`config.mk`:
```
export PLATFORM = sky130hd
export DESIGN_NAME = uart_dbg_bus_ctrl
export DESIGN_NICKNAME = d
export VERILOG_FILES = /design/src/rtl/dbg_cmd_pkg.sv /design/src/rtl/dbg_timeout_ctr.sv /design/src/rtl/uart_dbg_bus_ctrl.sv
export SDC_FILE = /design/constraint.sdc
export NUM_CORES = 1
export LEC_CHECK = 0
export CORE_MARGIN = 10
export CORE_UTILIZATION = 46
export CTS_BUF_LIST = sky130_fd_sc_hd__clkbuf_8
export DETAILED_ROUTE_END_ITERATION = 10
export PLACE_DENSITY_LB_ADDON = 0.15
export SLEW_MARGIN = 20
export SYNTH_ARGS = -nofsm -noshare
export SYNTH_HDL_FRONTEND = slang
export SYNTH_HIERARCHICAL = 1
export SYNTH_SLANG_ARGS = --single-unit
```
`constraint.sdc`:
```
create_clock -name clk -period 2.35 [get_ports clk]
set_input_delay 0.5875 -clock clk [delete_from_list [all_inputs] [get_ports clk]]
set_output_delay 0.5875 -clock clk [all_outputs]
set_load 0.005 [all_outputs]
```
`src/rtl/dbg_cmd_pkg.sv`:
```
// Debug-host command set, FSM states and reply constants
// shared by the UART debug bus controller.
package dbg_cmd_pkg;

  localparam logic [7:0] DBG_HALT   = 8'h00;
  localparam logic [7:0] DBG_RESUME = 8'h01;
  localparam logic [7:0] DBG_WRITE  = 8'h02;
  localparam logic [7:0] DBG_READ   = 8'h03;

  localparam logic [7:0] DBG_NOHALT_REPLY = 8'hFF;

  typedef enum logic [3:0] {
    S_IDLE,
    S_GET_AH,
    S_GET_AL,
    S_GET_DATA,
    S_BUS_WR,
    S_BUS_RD,
    S_RD_WAIT,
    S_TX_REQ,
    S_TX_WAIT
  } dbg_state_e;

endpackage

```
`src/rtl/dbg_timeout_ctr.sv`:
```
// Reloadable down-counter; expire strobes after CYC enabled
// cycles without a kick. Used only when DBG_TIMEOUT_EN is set.
module dbg_timeout_ctr #(
  parameter int CYC = 65535
) (
  input  logic clk,
  input  logic rst,
  input  logic en,
  input  logic kick,
  output logic expire
);

  localparam int W = $clog2(CYC + 1);

  logic [W-1:0] cnt;

  always_ff @(posedge clk or posedge rst) begin
    if (rst) begin
      cnt <= W'(CYC - 1);
    end else if (!en || kick) begin
      cnt <= W'(CYC - 1);
    end else if (cnt != '0) begin
      cnt <= cnt - 1'b1;
    end
  end

  assign expire = en && !kick && (cnt == '0);

endmodule

```
`src/rtl/uart_dbg_bus_ctrl.sv`:
```
// UART debug host: halts the CPU, owns the bus and runs single-byte
// writes/reads. Optional inter-byte timeout under DBG_TIMEOUT_EN.
import dbg_cmd_pkg::*;

module uart_dbg_bus_ctrl #(
  parameter int READ_LAT    = 1,
  parameter int TIMEOUT_CYC = 65535
) (
  input  logic        clk,
  input  logic        rst,
  input  logic        rx_valid,
  input  logic [7:0]  rx_data,
  output logic        tx_start,
  output logic [7:0]  tx_data,
  input  logic        tx_active,
  input  logic [15:0] cpu_addr,
  input  logic [7:0]  cpu_wdata,
  input  logic        cpu_we,
  input  logic        cpu_re,
  output logic [15:0] bus_addr,
  output logic [7:0]  bus_wdata,
  output logic        bus_we,
  output logic        bus_re,
  input  logic [7:0]  bus_rdata,
  output logic        cpu_halt,
  output logic        dbg_grant,
  output logic [7:0]  err_cnt
);

  dbg_state_e  state, state_n;
  logic [15:0] addr_q;
  logic [7:0]  data_q;
  logic        is_wr;
  logic [1:0]  rd_cnt;

  logic       halt_set, resume, err_inc;
  logic       cap_op, cap_ah, cap_al, cap_d;
  logic       ld_tx;
  logic [7:0] tx_val;
  logic       tmo, busy;

`ifdef DBG_TIMEOUT_EN
  dbg_timeout_ctr #(.CYC(TIMEOUT_CYC)) u_tmo (
    .clk    (clk),
    .rst    (rst),
    .en     (state == S_GET_AH || state == S_GET_AL ||
             state == S_GET_DATA),
    .kick   (rx_valid),
    .expire (tmo)
  );
`else
  // No timeout: a partial command waits forever.
  assign tmo = (TIMEOUT_CYC < 0);
`endif

  assign busy = (state == S_BUS_WR) || (state == S_BUS_RD) ||
                (state == S_RD_WAIT) || (state == S_TX_REQ) ||
                (state == S_TX_WAIT);

  always_comb begin
    state_n  = state;
    halt_set = 1'b0;
    resume   = 1'b0;
    err_inc  = 1'b0;
    cap_op   = 1'b0;
    cap_ah   = 1'b0;
    cap_al   = 1'b0;
    cap_d    = 1'b0;
    ld_tx    = 1'b0;
    tx_val   = bus_rdata;
    tx_start = 1'b0;
    unique case (state)
      S_IDLE: begin
        if (rx_valid) begin
          unique case (1'b1)
            (rx_data == DBG_HALT):   halt_set = 1'b1;
            (rx_data == DBG_RESUME): resume = 1'b1;
            (rx_data == DBG_WRITE),
            (rx_data == DBG_READ): begin
              cap_op  = 1'b1;
              state_n = S_GET_AH;
            end
            default: err_inc = 1'b1;
          endcase
        end
      end
      S_GET_AH: begin
        if (rx_valid) begin
          cap_ah  = 1'b1;
          state_n = S_GET_AL;
        end else if (tmo) begin
          err_inc = 1'b1;
          state_n = S_IDLE;
        end
      end
      S_GET_AL: begin
        if (rx_valid) begin
          cap_al = 1'b1;
          if (is_wr) begin
            state_n = S_GET_DATA;
          end else if (dbg_grant) begin
            state_n = S_BUS_RD;
          end else begin
            // Reply anyway so the host never blocks on a read.
            ld_tx   = 1'b1;
            tx_val  = DBG_NOHALT_REPLY;
            err_inc = 1'b1;
            state_n = S_TX_REQ;
          end
        end else if (tmo) begin
          err_inc = 1'b1;
          state_n = S_IDLE;
        end
      end
      S_GET_DATA: begin
        if (rx_valid) begin
          cap_d = 1'b1;
          if (dbg_grant) begin
            state_n = S_BUS_WR;
          end else begin
            err_inc = 1'b1;
            state_n = S_IDLE;
          end
        end else if (tmo) begin
          err_inc = 1'b1;
          state_n = S_IDLE;
        end
      end
      S_BUS_WR:  state_n = S_IDLE;
      S_BUS_RD:  state_n = S_RD_WAIT;
      S_RD_WAIT: begin
        if (rd_cnt == 2'(READ_LAT)) begin
          ld_tx   = 1'b1;
          state_n = S_TX_REQ;
        end
      end
      S_TX_REQ: begin
        tx_start = 1'b1;
        if (tx_active) state_n = S_TX_WAIT;
      end
      S_TX_WAIT: begin
        if (!tx_active) state_n = S_IDLE;
      end
      default: state_n = S_IDLE;
    endcase
    if (busy && rx_valid) err_inc = 1'b1;
  end

  always_ff @(posedge clk or posedge rst) begin
    if (rst) begin
      state     <= S_IDLE;
      cpu_halt  <= 1'b0;
      dbg_grant <= 1'b0;
      tx_data   <= 8'h00;
      err_cnt   <= 8'h00;
      addr_q    <= 16'h0000;
      data_q    <= 8'h00;
      is_wr     <= 1'b0;
      rd_cnt    <= 2'd0;
    end else begin
      state <= state_n;
      if (resume) begin
        cpu_halt  <= 1'b0;
        dbg_grant <= 1'b0;
      end else begin
        if (halt_set) cpu_halt <= 1'b1;
        dbg_grant <= cpu_halt;
      end
      if (cap_op) is_wr <= (rx_data == DBG_WRITE);
      if (cap_ah) addr_q[15:8] <= rx_data;
      if (cap_al) addr_q[7:0] <= rx_data;
      if (cap_d) data_q <= rx_data;
      if (ld_tx) tx_data <= tx_val;
      if (err_inc && err_cnt != 8'hFF) err_cnt <= err_cnt + 8'd1;
      if (state == S_BUS_RD) rd_cnt <= 2'd1;
      else if (state == S_RD_WAIT) rd_cnt <= rd_cnt + 2'd1;
    end
  end

  always_comb begin
    if (dbg_grant) begin
      bus_addr  = addr_q;
      bus_wdata = data_q;
      bus_we    = (state == S_BUS_WR);
      bus_re    = (state == S_BUS_RD);
    end else begin
      bus_addr  = cpu_addr;
      bus_wdata = cpu_wdata;
      bus_we    = cpu_we;
      bus_re    = cpu_re;
    end
  end

endmodule

```
Yosys cells after proc, flatten, opt, wreduce, memory -nomap -nowiden:

Cells that the tools add are included.

* input bits: 46
* flip-flop bits (word level): 49
* output and inout bits: 45
* logic and storage cells: 95

* equal/unequal tests: 21
* muxes and demuxes: 49
* $add $sub $neg: 2
* reductions and logical operators: 13

Operator list (count)
* 8-bit 2-to-1 mux: 5
* 4-bit 2-to-1 mux: 8
* 4-bit one-hot mux with 8 select lines: 1
* 1-bit 2-to-1 mux: 27
* 4-bit by 3-bit equality test with 1-bit output (second input constant): 4
* 8-bit by 2-bit equality test with 1-bit output (second input constant): 2
* 16-bit 2-to-1 mux: 1
* 2-bit != test (second input constant): 6
* 8-bit by 1-bit adder with 8-bit output (second input constant): 1
* 4-bit by 2-bit equality test with 1-bit output (second input constant): 2
* 8-bit by 1-bit equality test with 1-bit output (second input constant): 1
* 8-bit logical NOT: 1
* 8-bit != test (second input constant): 1
* 8-bit AND reduction: 1
* 2-bit 2-to-1 mux: 3
* 3-bit 2-to-1 mux: 2
* 4-bit by 1-bit equality test with 1-bit output (second input constant): 1
* 4-bit equality test (second input constant): 1
* 4-bit logical NOT: 1
* 1-bit logical OR: 4
* 2-bit by 1-bit != test with 1-bit output (second input constant): 2
* 2-bit nonzero test: 2
* 4-bit OR reduction: 1
* 1-bit one-hot mux with 3 select lines: 1
* other kinds (5): 6

Logic depth before layout (Yosys ltp):

* word-level depth: 8
* mapped depth: 8
* depth with buffers taken out: 7

Least setup slack after synthesis:

OpenSTA, ideal clock, no wires.

* kind: flip-flop to output port
* from: reg dbg_grant
* to: out bus_addr[0]
* slack: 0.268 ns
* buffers on the path: 2
* stages on the path, launching flop included: 4
* data required time: 1.762 ns
* arrival: 1.494 ns
* path through: dfrtp_1 > buf_1 > clkbuf_1 > mux2_2

* cells in the longest elaborated chain, start to end: 1

Ends and longest elaborated chain
* start, declared: line uart_dbg_bus_ctrl.sv:26 `output logic dbg_grant,`
* start signal, assigned: line uart_dbg_bus_ctrl.sv:167 `dbg_grant <= cpu_halt;`
* 16-bit 2-to-1 mux: line uart_dbg_bus_ctrl.sv:181 `if (dbg_grant) begin`
* end, declared: line uart_dbg_bus_ctrl.sv:20 `output logic [15:0] bus_addr,`

Every way passes these cells.

Final worst setup path:

* from: in cpu_addr[13]
* to: out bus_addr[13]

* cells in the longest elaborated chain, start to end: 1

Ends and longest elaborated chain
* start, declared: line uart_dbg_bus_ctrl.sv:16 `input logic [15:0] cpu_addr,`
* 16-bit 2-to-1 mux: line uart_dbg_bus_ctrl.sv:181

Every way passes these cells.

==> impl_summary.md <==
Yosys
The netlist uses 43 different library cells. The top flip-flop cell by instance count after synthesis is sky130_fd_sc_hd__dfrtp_1. The number of synthesis warnings is 6.

The share of synthesized area occupied by flip-flops and latches is 48.54%. Counting every net in the synthesized netlist gives approximately 260. The synthesized design contains 49 register bits. The commonest cells after synthesis are sky130_fd_sc_hd__dfrtp_1, sky130_fd_sc_hd__mux2_2, sky130_fd_sc_hd__a21oi_1, sky130_fd_sc_hd__nor2_1, sky130_fd_sc_hd__inv_1.

The cell count after synthesis came out at ~210. The share of the synthesized area in the top cell type is between 40 and 50%. The cell type with the highest aggregate area in the netlist is sky130_fd_sc_hd__dfrtp_1.

The average size of a mapped cell is around 12 µm². By area the synthesized netlist is led by sky130_fd_sc_hd__dfrtp_1, sky130_fd_sc_hd__mux2_2, sky130_fd_sc_hd__o22a_1. After synthesis, the share of flip-flops with an asynchronous set or reset is between 90% and 100%. The synthesized design contains 0 enable-type register cells.

The summed instance area of the synthesized netlist is 2526 µm².

Clock network
The H-tree was split into 2 levels. The CTS tree is built. The CTS root buffer is sky130_fd_sc_hd__clkbuf_8. The clock latency on the worst-skew pair is approximately 0.30 ns. The largest buffer count on any clock path is 2. The clock buffer count from CTS is 5. The clock transition time at the flip-flop clock pins of the worst setup and hold paths is approximately 0.090 ns. The sink count of the clock tree is between 40 and 50.

Final layout
The final-stage net count is 372. Of the cells placed in the final design, the portion with a size suffix greater than 1 is 28.09%. The repair_antennas step left the layout with diodes totalling 0. The post-layout instance count excluding filler cells is roughly 390. The multi-input logic area is about 1200 µm². Relative to the synthesized area, the layout overhead comes to 50.97%. Summing all flip-flop and latch instances after layout gives roughly 1200 µm². Cells fill between 70% and 80% of the core in the end.

The fill cell instance count of the final layout is around 360.

Critical path
The cell count of the worst reg-to-reg path is 6. The endpoint identified for the worst register-to-register timing path is err_cnt[7]. Tracing the worst setup path back leads to its startpoint at cpu_addr[13]. The slack of the worst reg-to-reg path is roughly 0.3 ns. At the worst endpoint, the arrival time is around 1.7 ns. The most critical setup path has its endpoint at bus_addr[13].

The worst setup path is launched from a primary input. The category of the most critical setup path is in -> out. The reg-to-reg startpoint is dbg_grant. The maximum fanout encountered on the critical timing path is 1. Data on the critical path is required at its endpoint by ~1.8 ns.

The critical path capture point type is an output port.

STA
The number of endpoints with negative hold slack in the final report came to 0. The share of the cycle needed by the critical path after routing is between 90% and 100%. The max-slew headroom at the worst pin is about two thirds. For the pin with the worst max-slew slack, the measured transition is roughly 0.51 ns.

Static timing analysis puts the maximum clock frequency at between 400 and 500 MHz. The count of final max-slew check failures is 0. Setup violations remaining at the end of the flow were counted as 0. Counting I/O delays and the setup requirement, the final critical path takes around 2.3 ns. The final setup skew is 0.01118 ns.

Placement
In this run, placement finished with an instance count of around 380. Detailed placement finished with a half-perimeter wire length of 5.250 mm. The count of buffers added on input and output ports is 90. At the end of routability-driven placement, the weighted congestion stood at 0.8711.

Route
The count of TritonRoute iterations in the first routing pass is 4. The starting DRC count in detailed routing is 160. The detailed router placed between 2000 and 2500 vias in this run. For this run, design rule violations remaining after detail routing come to 0. The post-detailed-route count of antenna-violating nets is 0. The via count normalized by instance count is approximately 5.3. In the final routed layout, each cell accounts on average for 17.61 µm. The final layout contains routed wiring with a total length of a little under 7 mm.

Floorplanning
For this configuration, the core starts out at a cell density of 48.53%. The area of the core is between 5000 and 6000 µm². 91 I/O pins were placed. The die width is approximately 94 µm.

In this run the vertical extent of the chip is approximately 94 µm. The area enclosed by the die boundary is just under 9000 µm². The initialized floorplan defines 26 standard-cell rows.

Global route
The first global-routing pass estimated about 11 mm of wire. The total overflow left after global routing is 0. The initial antenna violation count is 0. The global routing usage summed across all routing layers is around 15%. The number of global-route vias before repair is between 2000 and 2500.

The largest net degree at the start of global routing is 25.

Power and ir drop
The total power is ~4.3 mW. The leakage power of the design is 1.795 nW. The peak ir drop on the vdd network is 0.5679 mV. Dividing total power by cell area gives a power density of approximately 1100 nW/µm².

Min path
The classification of the worst-slack hold path is reg -> reg.

Flow run
Max-cap violations in this run came to 0.

Outcome
The flow ran to the end, and the final reports show no timing, DRC or antenna violations.
==> worst min-delay path by stage <==
stage / startpoint / end / slack [ns] / cells past startpoint
3_3_place_gp: err_cnt[5] / err_cnt[5] / 0.48 / 1
4_1_cts: err_cnt[5] / err_cnt[5] / 0.50 / 1
5_1_grt: err_cnt[5] / err_cnt[5] / 0.50 / 1
6_report: err_cnt[5] / err_cnt[5] / 0.50 / 1
2_1_floorplan: rd_cnt[1] / rd_cnt[1] / 0.47 / 1
3_5_place_dp: err_cnt[5] / err_cnt[5] / 0.48 / 1
==> report_power, final <==
| group | leakage [nW] | internal, mW | switching, mW |
|---|---|---|---|
| Combinational | 1.17 | 1.44 | 0.850 |
| Sequential | 0.576 | 1.23 | 0.262 |
| Clock | 0.0485 | 0.230 | 0.264 |
==> through the flow <==
stage / instance area [µm²] / worst slack (ns) / hold WS, ns / TNS [ns]
6_report: 3814 / 0.04184 / 0.4955 / 0
5_1_grt: 3814 / -0.006920 / 0.5050 / -0.01013
4_1_cts: 3701 / 0.002414 / 0.4952 / 0
3_5_place_dp: 3608 / -0.1450 / 0.4833 / -0.7601
3_3_place_gp: 3608 / -0.1359 / 0.4843 / -0.6577
2_1_floorplan: 2526 / 0.2681 / 0.4658 / 0
==> cells by family (layout without fill, tap and decap cells) <==
logic type	count (synthesis)	after routing	share of synthesized area, %
multiplexers	52	52	23.23
AO/OA/AOI/OAI	38	38	10.50
flip-flops	49	49	48.54
adder cells (fa/ha/maj)	2	2	0.9904
AND/OR/NAND/NOR	49	49	11.44
XOR/XNOR	3	3	1.040
buffers and inverters	21	131	4.259
==> area by class of cell <==
cell class	instances	area share [%]
Clock buffer	6	2.165
Multi-Input combinational cell	144	31.59
Sequential cell	49	32.25
Tap cell	70	2.297
Clock inverter	1	0.09843
Inverter	9	0.8858
Timing Repair Buffer	115	30.71
==> cell usage in the layout, fill, tap and decap left out, types with 3 or more instances in the layout <==
cell                              Yosys  layout
sky130_fd_sc_hd__and3_1               4       4
sky130_fd_sc_hd__clkbuf_8             0       6
sky130_fd_sc_hd__dfrtp_2              0       3
sky130_fd_sc_hd__nand3_1              6       6
sky130_fd_sc_hd__nor3b_1              3       3
sky130_fd_sc_hd__buf_4                1      22
sky130_fd_sc_hd__a31oi_1              3       3
sky130_fd_sc_hd__nor2_1              10       8
sky130_fd_sc_hd__mux2_2              49      49
sky130_fd_sc_hd__dlymetal6s2s_1       0      16
sky130_fd_sc_hd__o21ai_0              3       3
sky130_fd_sc_hd__dfrtp_1             49      46
sky130_fd_sc_hd__nand4_1              5       5
sky130_fd_sc_hd__o22a_1               8       8
sky130_fd_sc_hd__inv_1                9       9
sky130_fd_sc_hd__nand2_1              5       5
sky130_fd_sc_hd__clkdlybuf4s50_1      0      74
sky130_fd_sc_hd__a21oi_1             10      10
==> critical path, cell delays in order <==
cell	delay (ns)
sky130_fd_sc_hd__clkdlybuf4s50_1	0.40
sky130_fd_sc_hd__mux2_2	0.27
sky130_fd_sc_hd__clkdlybuf4s50_1	0.46
==> sequential cells by signal, summed over array words and instances (netlist names), 2 cells and up <==
signal   count
addr_q      16
data_q       8
err_cnt      8
tx_data      8
state        4
rd_cnt       2
==> layer usage <==
layer  track usage (%)  up-vias  wire length, µm
li1                  -     1000                -
met1             18.07     1020             2802
met2             24.31       63             3473
met3             7.194        4              627
met4             3.165        0               35
met5                 0        -                0
==> repair_timing <==
item / CTS / global route
cloned: 0 / 1
pin swaps: 0 / 0
setup endpoints to repair: 3 / 13
hold buffers: 0 / 0
setup buffers: 0 / 5
hold endpoints to repair: 0 / 0
gates resized for setup: 3 / 20
Power figures use the tool's default switching activity.
